<file path="config.mk">
export PLATFORM = sky130hd
export DESIGN_NAME = riscv_exec_unit_flat
export DESIGN_NICKNAME = d
export VERILOG_FILES = /design/src/rtl/riscv_pkg.sv /design/src/rtl/riscv_exec_unit_if.sv /design/src/rtl/riscv_serial_shifter.sv /design/src/rtl/riscv_exec_unit.sv /design/src/flat_wrapper.sv
export SDC_FILE = /design/constraint.sdc
export NUM_CORES = 1
export LEC_CHECK = 0
export ABC_AREA = 1
export BUFFER_PORTS_ARGS = -buffer_cell sky130_fd_sc_hd__buf_2
export CAP_MARGIN = 20
export CORE_MARGIN = 5
export CORE_UTILIZATION = 35
export DETAILED_ROUTE_END_ITERATION = 7
export GPL_TIMING_DRIVEN = 1
export RECOVER_POWER = 100
export SYNTH_ARGS = -nofsm -noshare
export SYNTH_HDL_FRONTEND = slang
export SYNTH_SLANG_ARGS = --single-unit
export TNS_END_PERCENT = 1
</file>
<file path="constraint.sdc">
create_clock -name clk -period 7.75 [get_ports clk]
set_clock_uncertainty 0.15 [all_clocks]
set_input_delay 1.55 -clock clk [delete_from_list [all_inputs] [get_ports clk]]
set_output_delay 1.55 -clock clk [all_outputs]
set_load 0.01 [all_outputs]
</file>
<file path="src/rtl/riscv_pkg.sv">
// Shared RV32I/RV64I decode constants and execute-unit types.
package riscv_pkg;

    localparam int XlenRv32 = 32;
    localparam int XlenRv64 = 64;

    // ALU codes are {funct7, funct3}
    localparam logic [9:0] AluAdd  = 10'b0000000_000;
    localparam logic [9:0] AluSub  = 10'b0100000_000;
    localparam logic [9:0] AluSll  = 10'b0000000_001;
    localparam logic [9:0] AluSlt  = 10'b0000000_010;
    localparam logic [9:0] AluSltu = 10'b0000000_011;
    localparam logic [9:0] AluXor  = 10'b0000000_100;
    localparam logic [9:0] AluSrl  = 10'b0000000_101;
    localparam logic [9:0] AluSra  = 10'b0100000_101;
    localparam logic [9:0] AluOr   = 10'b0000000_110;
    localparam logic [9:0] AluAnd  = 10'b0000000_111;

    localparam logic [2:0] BrEq  = 3'b000;
    localparam logic [2:0] BrNe  = 3'b001;
    localparam logic [2:0] BrLt  = 3'b100;
    localparam logic [2:0] BrGe  = 3'b101;
    localparam logic [2:0] BrLtu = 3'b110;
    localparam logic [2:0] BrGeu = 3'b111;

    typedef enum logic {ModeAlu = 1'b0, ModeBranch = 1'b1} exec_mode_e;

    typedef enum logic [1:0] {ExIdle, ExShift, ExDone} exec_state_e;

    typedef enum logic [1:0] {ShSll, ShSrl, ShSra} shift_kind_e;

endpackage

</file>
<file path="src/rtl/riscv_exec_unit_if.sv">
// Request/result handshake bundle between decode, the execute unit and writeback.
interface riscv_exec_unit_if #(parameter int XLEN = 32);
    import riscv_pkg::*;

    logic            i_valid;
    logic            o_ready;
    exec_mode_e      i_mode;
    logic [9:0]      i_funct;
    logic [XLEN-1:0] i_a;
    logic [XLEN-1:0] i_b;
    logic            o_valid;
    logic            i_ready;
    logic [XLEN-1:0] o_result;
    logic            o_taken;
    logic            o_illegal;

    modport slave (
        input  i_valid, i_mode, i_funct, i_a, i_b, i_ready,
        output o_ready, o_valid, o_result, o_taken, o_illegal
    );

    modport master (
        output i_valid, i_mode, i_funct, i_a, i_b, i_ready,
        input  o_ready, o_valid, o_result, o_taken, o_illegal
    );
endinterface

</file>
<file path="src/rtl/riscv_serial_shifter.sv">
// Iterative shifter: moves at most SHIFT_STEP bits per cycle until the count drains.
// done is asserted during the final shift cycle; result then carries the finished value.
module riscv_serial_shifter
    import riscv_pkg::*;
#(
    parameter int XLEN       = XlenRv32,
    parameter int SHIFT_STEP = 1,
    localparam int CW        = $clog2(XLEN)
) (
    input  logic            clk,
    input  logic            rst,
    input  logic            start,
    input  shift_kind_e     kind,
    input  logic [XLEN-1:0] data,
    input  logic [CW-1:0]   shamt,
    output logic            busy,
    output logic            done,
    output logic [XLEN-1:0] result
);
    logic [XLEN-1:0] acc;
    logic [CW-1:0]   count;
    logic [CW-1:0]   k;
    shift_kind_e     kind_q;

    // count < XLEN, so whenever SHIFT_STEP is picked it is below XLEN and fits CW bits
    always_comb begin
        k = count;
        if ({1'b0, count} > (CW+1)'(SHIFT_STEP)) k = CW'(SHIFT_STEP);
    end

    // SRA keeps the sign in the accumulator MSB, so each step refills with the original sign
    always_comb begin
        result = acc >> k;
        case (kind_q)
            ShSll:   result = acc << k;
            ShSra:   result = $unsigned($signed(acc) >>> k);
            default: result = acc >> k;
        endcase
    end

    assign busy = (count != '0);
    assign done = busy && (count == k);

    always_ff @(posedge clk or posedge rst) begin
        if (rst) begin
            acc    <= '0;
            count  <= '0;
            kind_q <= ShSll;
        end else if (start) begin
            acc    <= data;
            count  <= shamt;
            kind_q <= kind;
        end else if (busy) begin
            acc    <= result;
            count  <= count - k;
        end
    end
endmodule

</file>
<file path="src/rtl/riscv_exec_unit.sv">
// Integer execute unit: single-cycle ALU/branch compare plus an iterative shifter behind a valid/ready FSM.
// Results are registered and held in DONE until the consumer takes them.
module riscv_exec_unit
    import riscv_pkg::*;
#(
    parameter int XLEN       = XlenRv32,
    parameter int SHIFT_STEP = 1
) (
    input  logic             clk,
    input  logic             rst,
    riscv_exec_unit_if.slave bus
);
    localparam int CW = $clog2(XLEN);

    exec_state_e     state_q, state_d;
    logic [XLEN-1:0] alu_res, result_q, sh_result;
    logic            taken, illegal, is_shift;
    logic            taken_q, illegal_q;
    shift_kind_e     sh_kind;
    logic            sh_start, sh_busy, sh_done;
    logic [CW-1:0]   shamt;
    logic            accept;

    assign shamt  = bus.i_b[CW-1:0];
    assign accept = bus.i_valid && (state_q == ExIdle);

    always_comb begin
        alu_res  = '0;
        taken    = 1'b0;
        illegal  = 1'b0;
        is_shift = 1'b0;
        sh_kind  = ShSll;
        if (bus.i_mode == ModeBranch) begin
            case (bus.i_funct[2:0])
                BrEq:    taken = (bus.i_a == bus.i_b);
                BrNe:    taken = (bus.i_a != bus.i_b);
                BrLt:    taken = ($signed(bus.i_a) <  $signed(bus.i_b));
                BrGe:    taken = ($signed(bus.i_a) >= $signed(bus.i_b));
                BrLtu:   taken = (bus.i_a <  bus.i_b);
                BrGeu:   taken = (bus.i_a >= bus.i_b);
                default: illegal = 1'b1;
            endcase
        end else begin
            case (bus.i_funct)
                AluAdd:  alu_res = bus.i_a + bus.i_b;
                AluSub:  alu_res = bus.i_a - bus.i_b;
                AluSlt:  alu_res = {{(XLEN-1){1'b0}}, $signed(bus.i_a) < $signed(bus.i_b)};
                AluSltu: alu_res = {{(XLEN-1){1'b0}}, bus.i_a < bus.i_b};
                AluXor:  alu_res = bus.i_a ^ bus.i_b;
                AluOr:   alu_res = bus.i_a | bus.i_b;
                AluAnd:  alu_res = bus.i_a & bus.i_b;
                // a zero shamt finishes immediately with the operand itself
                AluSll:  begin is_shift = 1'b1; alu_res = bus.i_a; sh_kind = ShSll; end
                AluSrl:  begin is_shift = 1'b1; alu_res = bus.i_a; sh_kind = ShSrl; end
                AluSra:  begin is_shift = 1'b1; alu_res = bus.i_a; sh_kind = ShSra; end
                default: illegal = 1'b1;
            endcase
        end
    end

    always_comb begin
        state_d  = state_q;
        sh_start = 1'b0;
        case (state_q)
            ExIdle: begin
                if (accept) begin
                    if (is_shift && (shamt != '0)) begin
                        sh_start = 1'b1;
                        state_d  = ExShift;
                    end else begin
                        state_d  = ExDone;
                    end
                end
            end
            // the idle-shifter exit only matters if the counter was somehow lost
            ExShift: begin
                if (sh_done)       state_d = ExDone;
                else if (!sh_busy) state_d = ExIdle;
            end
            ExDone:  if (bus.i_ready) state_d = ExIdle;
            default: state_d = ExIdle;
        endcase
    end

    always_ff @(posedge clk or posedge rst) begin
        if (rst) begin
            state_q   <= ExIdle;
            result_q  <= '0;
            taken_q   <= 1'b0;
            illegal_q <= 1'b0;
        end else begin
            state_q <= state_d;
            if (accept) begin
                result_q  <= alu_res;
                taken_q   <= taken;
                illegal_q <= illegal;
            end else if ((state_q == ExShift) && sh_done) begin
                result_q  <= sh_result;
            end
        end
    end

    riscv_serial_shifter #(
        .XLEN       (XLEN),
        .SHIFT_STEP (SHIFT_STEP)
    ) u_shifter (
        .clk    (clk),
        .rst    (rst),
        .start  (sh_start),
        .kind   (sh_kind),
        .data   (bus.i_a),
        .shamt  (shamt),
        .busy   (sh_busy),
        .done   (sh_done),
        .result (sh_result)
    );

    assign bus.o_ready   = (state_q == ExIdle);
    assign bus.o_valid   = (state_q == ExDone);
    assign bus.o_result  = result_q;
    assign bus.o_taken   = taken_q;
    assign bus.o_illegal = illegal_q;
endmodule
</file>
<file path="src/flat_wrapper.sv">
// flat-port wrapper written by rule: the top's interface ports become plain ports
module riscv_exec_unit_flat import riscv_pkg::*;
#(
    parameter int XLEN       = XlenRv32,
    parameter int SHIFT_STEP = 1
)
  (clk, rst, bus_i_valid, bus_i_mode, bus_i_funct, bus_i_a, bus_i_b, bus_i_ready, bus_o_ready, bus_o_valid, bus_o_result, bus_o_taken, bus_o_illegal);
  riscv_exec_unit_if #(.XLEN(XLEN)) bus_i ();
  input  logic clk;
  input  logic rst;
  input wire logic [$bits(bus_i.i_valid)-1:0] bus_i_valid;
  input wire logic [$bits(bus_i.i_mode)-1:0] bus_i_mode;
  input wire logic [$bits(bus_i.i_funct)-1:0] bus_i_funct;
  input wire logic [$bits(bus_i.i_a)-1:0] bus_i_a;
  input wire logic [$bits(bus_i.i_b)-1:0] bus_i_b;
  input wire logic [$bits(bus_i.i_ready)-1:0] bus_i_ready;
  output wire logic [$bits(bus_i.o_ready)-1:0] bus_o_ready;
  output wire logic [$bits(bus_i.o_valid)-1:0] bus_o_valid;
  output wire logic [$bits(bus_i.o_result)-1:0] bus_o_result;
  output wire logic [$bits(bus_i.o_taken)-1:0] bus_o_taken;
  output wire logic [$bits(bus_i.o_illegal)-1:0] bus_o_illegal;
  assign bus_i.i_valid = bus_i_valid;
  assign bus_i.i_mode = bus_i_mode;
  assign bus_i.i_funct = bus_i_funct;
  assign bus_i.i_a = bus_i_a;
  assign bus_i.i_b = bus_i_b;
  assign bus_i.i_ready = bus_i_ready;
  assign bus_o_ready = bus_i.o_ready;
  assign bus_o_valid = bus_i.o_valid;
  assign bus_o_result = bus_i.o_result;
  assign bus_o_taken = bus_i.o_taken;
  assign bus_o_illegal = bus_i.o_illegal;
  riscv_exec_unit #(.XLEN(XLEN), .SHIFT_STEP(SHIFT_STEP)) u_core (.clk(clk), .rst(rst), .bus(bus_i));
endmodule
</file>
==> impl_metrics.env <==
export IMPL_dr_wl_met2_microns=21700
export IMPL_grt_pass1_wl_microns=71300
export IMPL_routed_via_density=5.23
export IMPL_cts_buffers=9
export IMPL_cap_violations=1
export IMPL_r2r_start="u_core.state_q[0]$_DFFE_PP0P_"
export IMPL_vias=12300
export IMPL_synth_top_area_share=0.189
export IMPL_synth_nets=2064
export IMPL_core_area_sq_um=31400
export IMPL_worstPathCellList="buf_2, nor2_1, nand2_1, nor2_1, nand2_1, nand4_1, nand2_1, nor2_1, o31ai_1, a21oi_1"
export IMPL_p_leak_nw=6.72
export IMPL_synth_edf_count=0
export IMPL_dp_cells=2341
export IMPL_clkLatencyLatePin_ns=0.34
export IMPL_synth_cell_types=51
export IMPL_hold_viol_final=0
export IMPL_die_w_microns=188
export IMPL_status="finished with violations"
export IMPL_top_layer_used="met4"
export IMPL_antenna_found_initial=0
export IMPL_yosys_area_top_type="nand2_1"
export IMPL_netlist_top_cells_area="nand2_1 (19%), dfrtp_1 (17%), ha_1 (12%)"
export IMPL_drt_wl_total_microns=46500
export IMPL_cts_root_buf="clkbuf_16"
export IMPL_synth_cells=1879
export IMPL_final_util=0.382
export IMPL_crit_arrival_ns=5.70
export IMPL_worst_setup_path_type="in -> reg"
export IMPL_seq_area_frac_synth=0.170
export IMPL_drive_gt1_frac=0.0736
export IMPL_htreeDepth=3
export IMPL_ys_flop_type="dfrtp_1"
export IMPL_r2r_slack_ns=3.36
export IMPL_drt_pass1_iterations=5
export IMPL_grt_pass1_vias=12100
export IMPL_area_growth_pct=8.65
export IMPL_hold_depth=2
export IMPL_fin_total_pwr_mw=1.89
export IMPL_most_common_layout_cells="nand2_1 (559), inv_1 (335), nor2_1 (189), nand3_1 (144), ha_1 (104)"
export IMPL_n_antenna_cell=0
export IMPL_cp_slowest_cell="nor2_1"
export IMPL_clockBufferDepth=2
export IMPL_end_kind="flop"
export IMPL_globalRouteTotalUtil=0.258
export IMPL_grt_max_degree=76
export IMPL_drt_initial_drc_count=1023
export IMPL_path_max_fanout=32
export IMPL_port_buffers=114
export IMPL_relSlewSlack=-0.631
export IMPL_pin_count=115
export IMPL_max_freq_mhz=179
export IMPL_cp_slowest_stage_delay_ns=1.80
export IMPL_cp_required_ns=7.87
export IMPL_finalSetupTns_ns=0
export IMPL_period_minus_slack_ns=5.59
export IMPL_critPathLaunchType="input port"
export IMPL_cts_sinks=75
export IMPL_holdCritStartpoint="u_core.bus.o_taken$_DFFE_PP0P_"
export IMPL_wl_per_cell_microns=19.7
export IMPL_rsz0062_at_grt="no"
export IMPL_worstReg2RegEnd="u_core.bus.o_result[4]$_DFFE_PP0P_"
export IMPL_die_area_sq_um=35200
export IMPL_final_common_cell="nand2_1"
export IMPL_cts_tree="yes"
export IMPL_routedLengthMet1_microns=20300
export IMPL_gp_congestion=1.01
export IMPL_fp_dieH_microns=188
export IMPL_syn_area_sq_um=11000
export IMPL_maxSlewViolCount=33
export IMPL_finalSetupViolations=0
export IMPL_postCtsHoldBufs=0
export IMPL_worst_pin_slew_ns=2.44
export IMPL_synthArstFlopShare=1.00
export IMPL_grt_ovfl_total=0
export IMPL_nets=2137
export IMPL_ant_nets=0
export IMPL_worstHoldEndpoint="u_core.bus.o_taken$_DFFE_PP0P_"
export IMPL_yosysWarnings=0
export IMPL_r2r_cells=8
export IMPL_clk_transition_reported_paths_ns=0.06
export IMPL_failed_checks="max-capacitance violations, max-slew violations"
export IMPL_postCtsResizedCells=0
export IMPL_route_detailed_drc=0
export IMPL_met3_length_microns=2510
export IMPL_powerDensity_nw_per_um2=157
export IMPL_num_rows=65
export IMPL_start_util=0.352
export IMPL_hold_path_class="reg -> reg"
export IMPL_peakVddDrop_mv=0.131
export IMPL_syn_avg_cell_area_sq_um=5.88
export IMPL_dp_hpwl_microns=37700
export IMPL_cts_setup_buffers=0
export IMPL_finalNonFillerCells=2358
export IMPL_ys_ff_latch=75
export IMPL_timing_final_crit_share=0.721
==> how the worst max path moves through the flow <==
stage	from	end	cells past startpoint
after floorplan	rst	u_core.bus.o_illegal$_DFFE_PP0P_	1
after global placement	bus_i_b[0]	u_core.bus.o_result[12]$_DFFE_PP0P_	12
after detailed placement	bus_i_funct[8]	u_core.bus.o_result[0]$_DFFE_PP0P_	14
after CTS	bus_i_funct[8]	u_core.bus.o_result[0]$_DFFE_PP0P_	14
after global routing	bus_i_funct[7]	u_core.bus.o_result[9]$_DFFE_PP0P_	10
final	bus_i_funct[5]	u_core.bus.o_result[4]$_DFFE_PP0P_	10
==> sequential cells by signal (all words and copies together), names as in the netlist <==
| signal | count |
|---|---|
| u_core.bus.o_illegal | 1 |
| u_core.bus.o_result | 32 |
| u_core.bus.o_taken | 1 |
| u_core.state_q | 2 |
| u_core.u_shifter.acc | 32 |
| u_core.u_shifter.count | 5 |
| u_core.u_shifter.kind_q | 2 |
==> where the power goes <==
| group | switching [mW] | internal [mW] | total (mW) |
|---|---|---|---|
| Sequential | 0.0793 | 0.502 | 0.582 |
| Clock | 0.170 | 0.265 | 0.435 |
| Combinational | 0.599 | 0.271 | 0.870 |
| Total | 0.848 | 1.04 | 1.89 |
==> per-layer routing <==
metal	track usage	up-vias
met2	0.443	427
li1	-	6081
met1	0.336	5740
met4	0.0895	0
met3	0.0294	88
met5	0	-
==> per-stage QoR <==
stage	worst slack, ns	cell area, sq um	hold WS [ns]
after floorplan	4.14	11000	0.302
after global placement	3.47	11800	0.314
after detailed placement	3.43	11800	0.327
after CTS	3.77	12100	0.344
after global routing	1.86	12000	0.377
final	2.16	12000	0.347
==> kinds of logic (layout without fill, tap and decap cells) <==
family | count (synthesis) | count (layout) | share of synthesized area
muxes | 31 | 31 | 0.0383
xor gates and xnor gates | 7 | 7 | 0.00555
and+or+nand+nor | 956 | 956 | 0.363
buffers and inverters | 411 | 488 | 0.150
DFF | 75 | 75 | 0.170
AOI/OAI and AO/OA | 293 | 293 | 0.152
adders and majority gates | 106 | 106 | 0.121
==> cell usage after synthesis (all sizes together) (7+ instances only) <==
| cell | count |
|---|---|
| clkbuf | 17 |
| mux2 | 30 |
| nor3 | 12 |
| buf | 44 |
| o21ai | 104 |
| nor2 | 201 |
| o21bai | 7 |
| dfrtp | 75 |
| o211ai | 36 |
| inv | 349 |
| nand4 | 18 |
| o22ai | 46 |
| nand2 | 565 |
| nand3 | 146 |
| a21oi | 87 |
| ha | 104 |
==> worst max-delay path, delay by kind of cell <==
kind            cells  cell delay, ns
simple gates        7            3.46
buf+inv             1            0.09
compound gates      2            0.57
==> cell type report <==
cell class                 count  area (sq um)
multi-input combinational   1393          7400
sequential                    75          1880
fill                        3636         19400
clock buffer                  13           260
clock inverter                 2          35.0
inverter                     350          1320
timing repair buffer         123           617
tap                          402           503
Power figures use the tool's default switching activity.
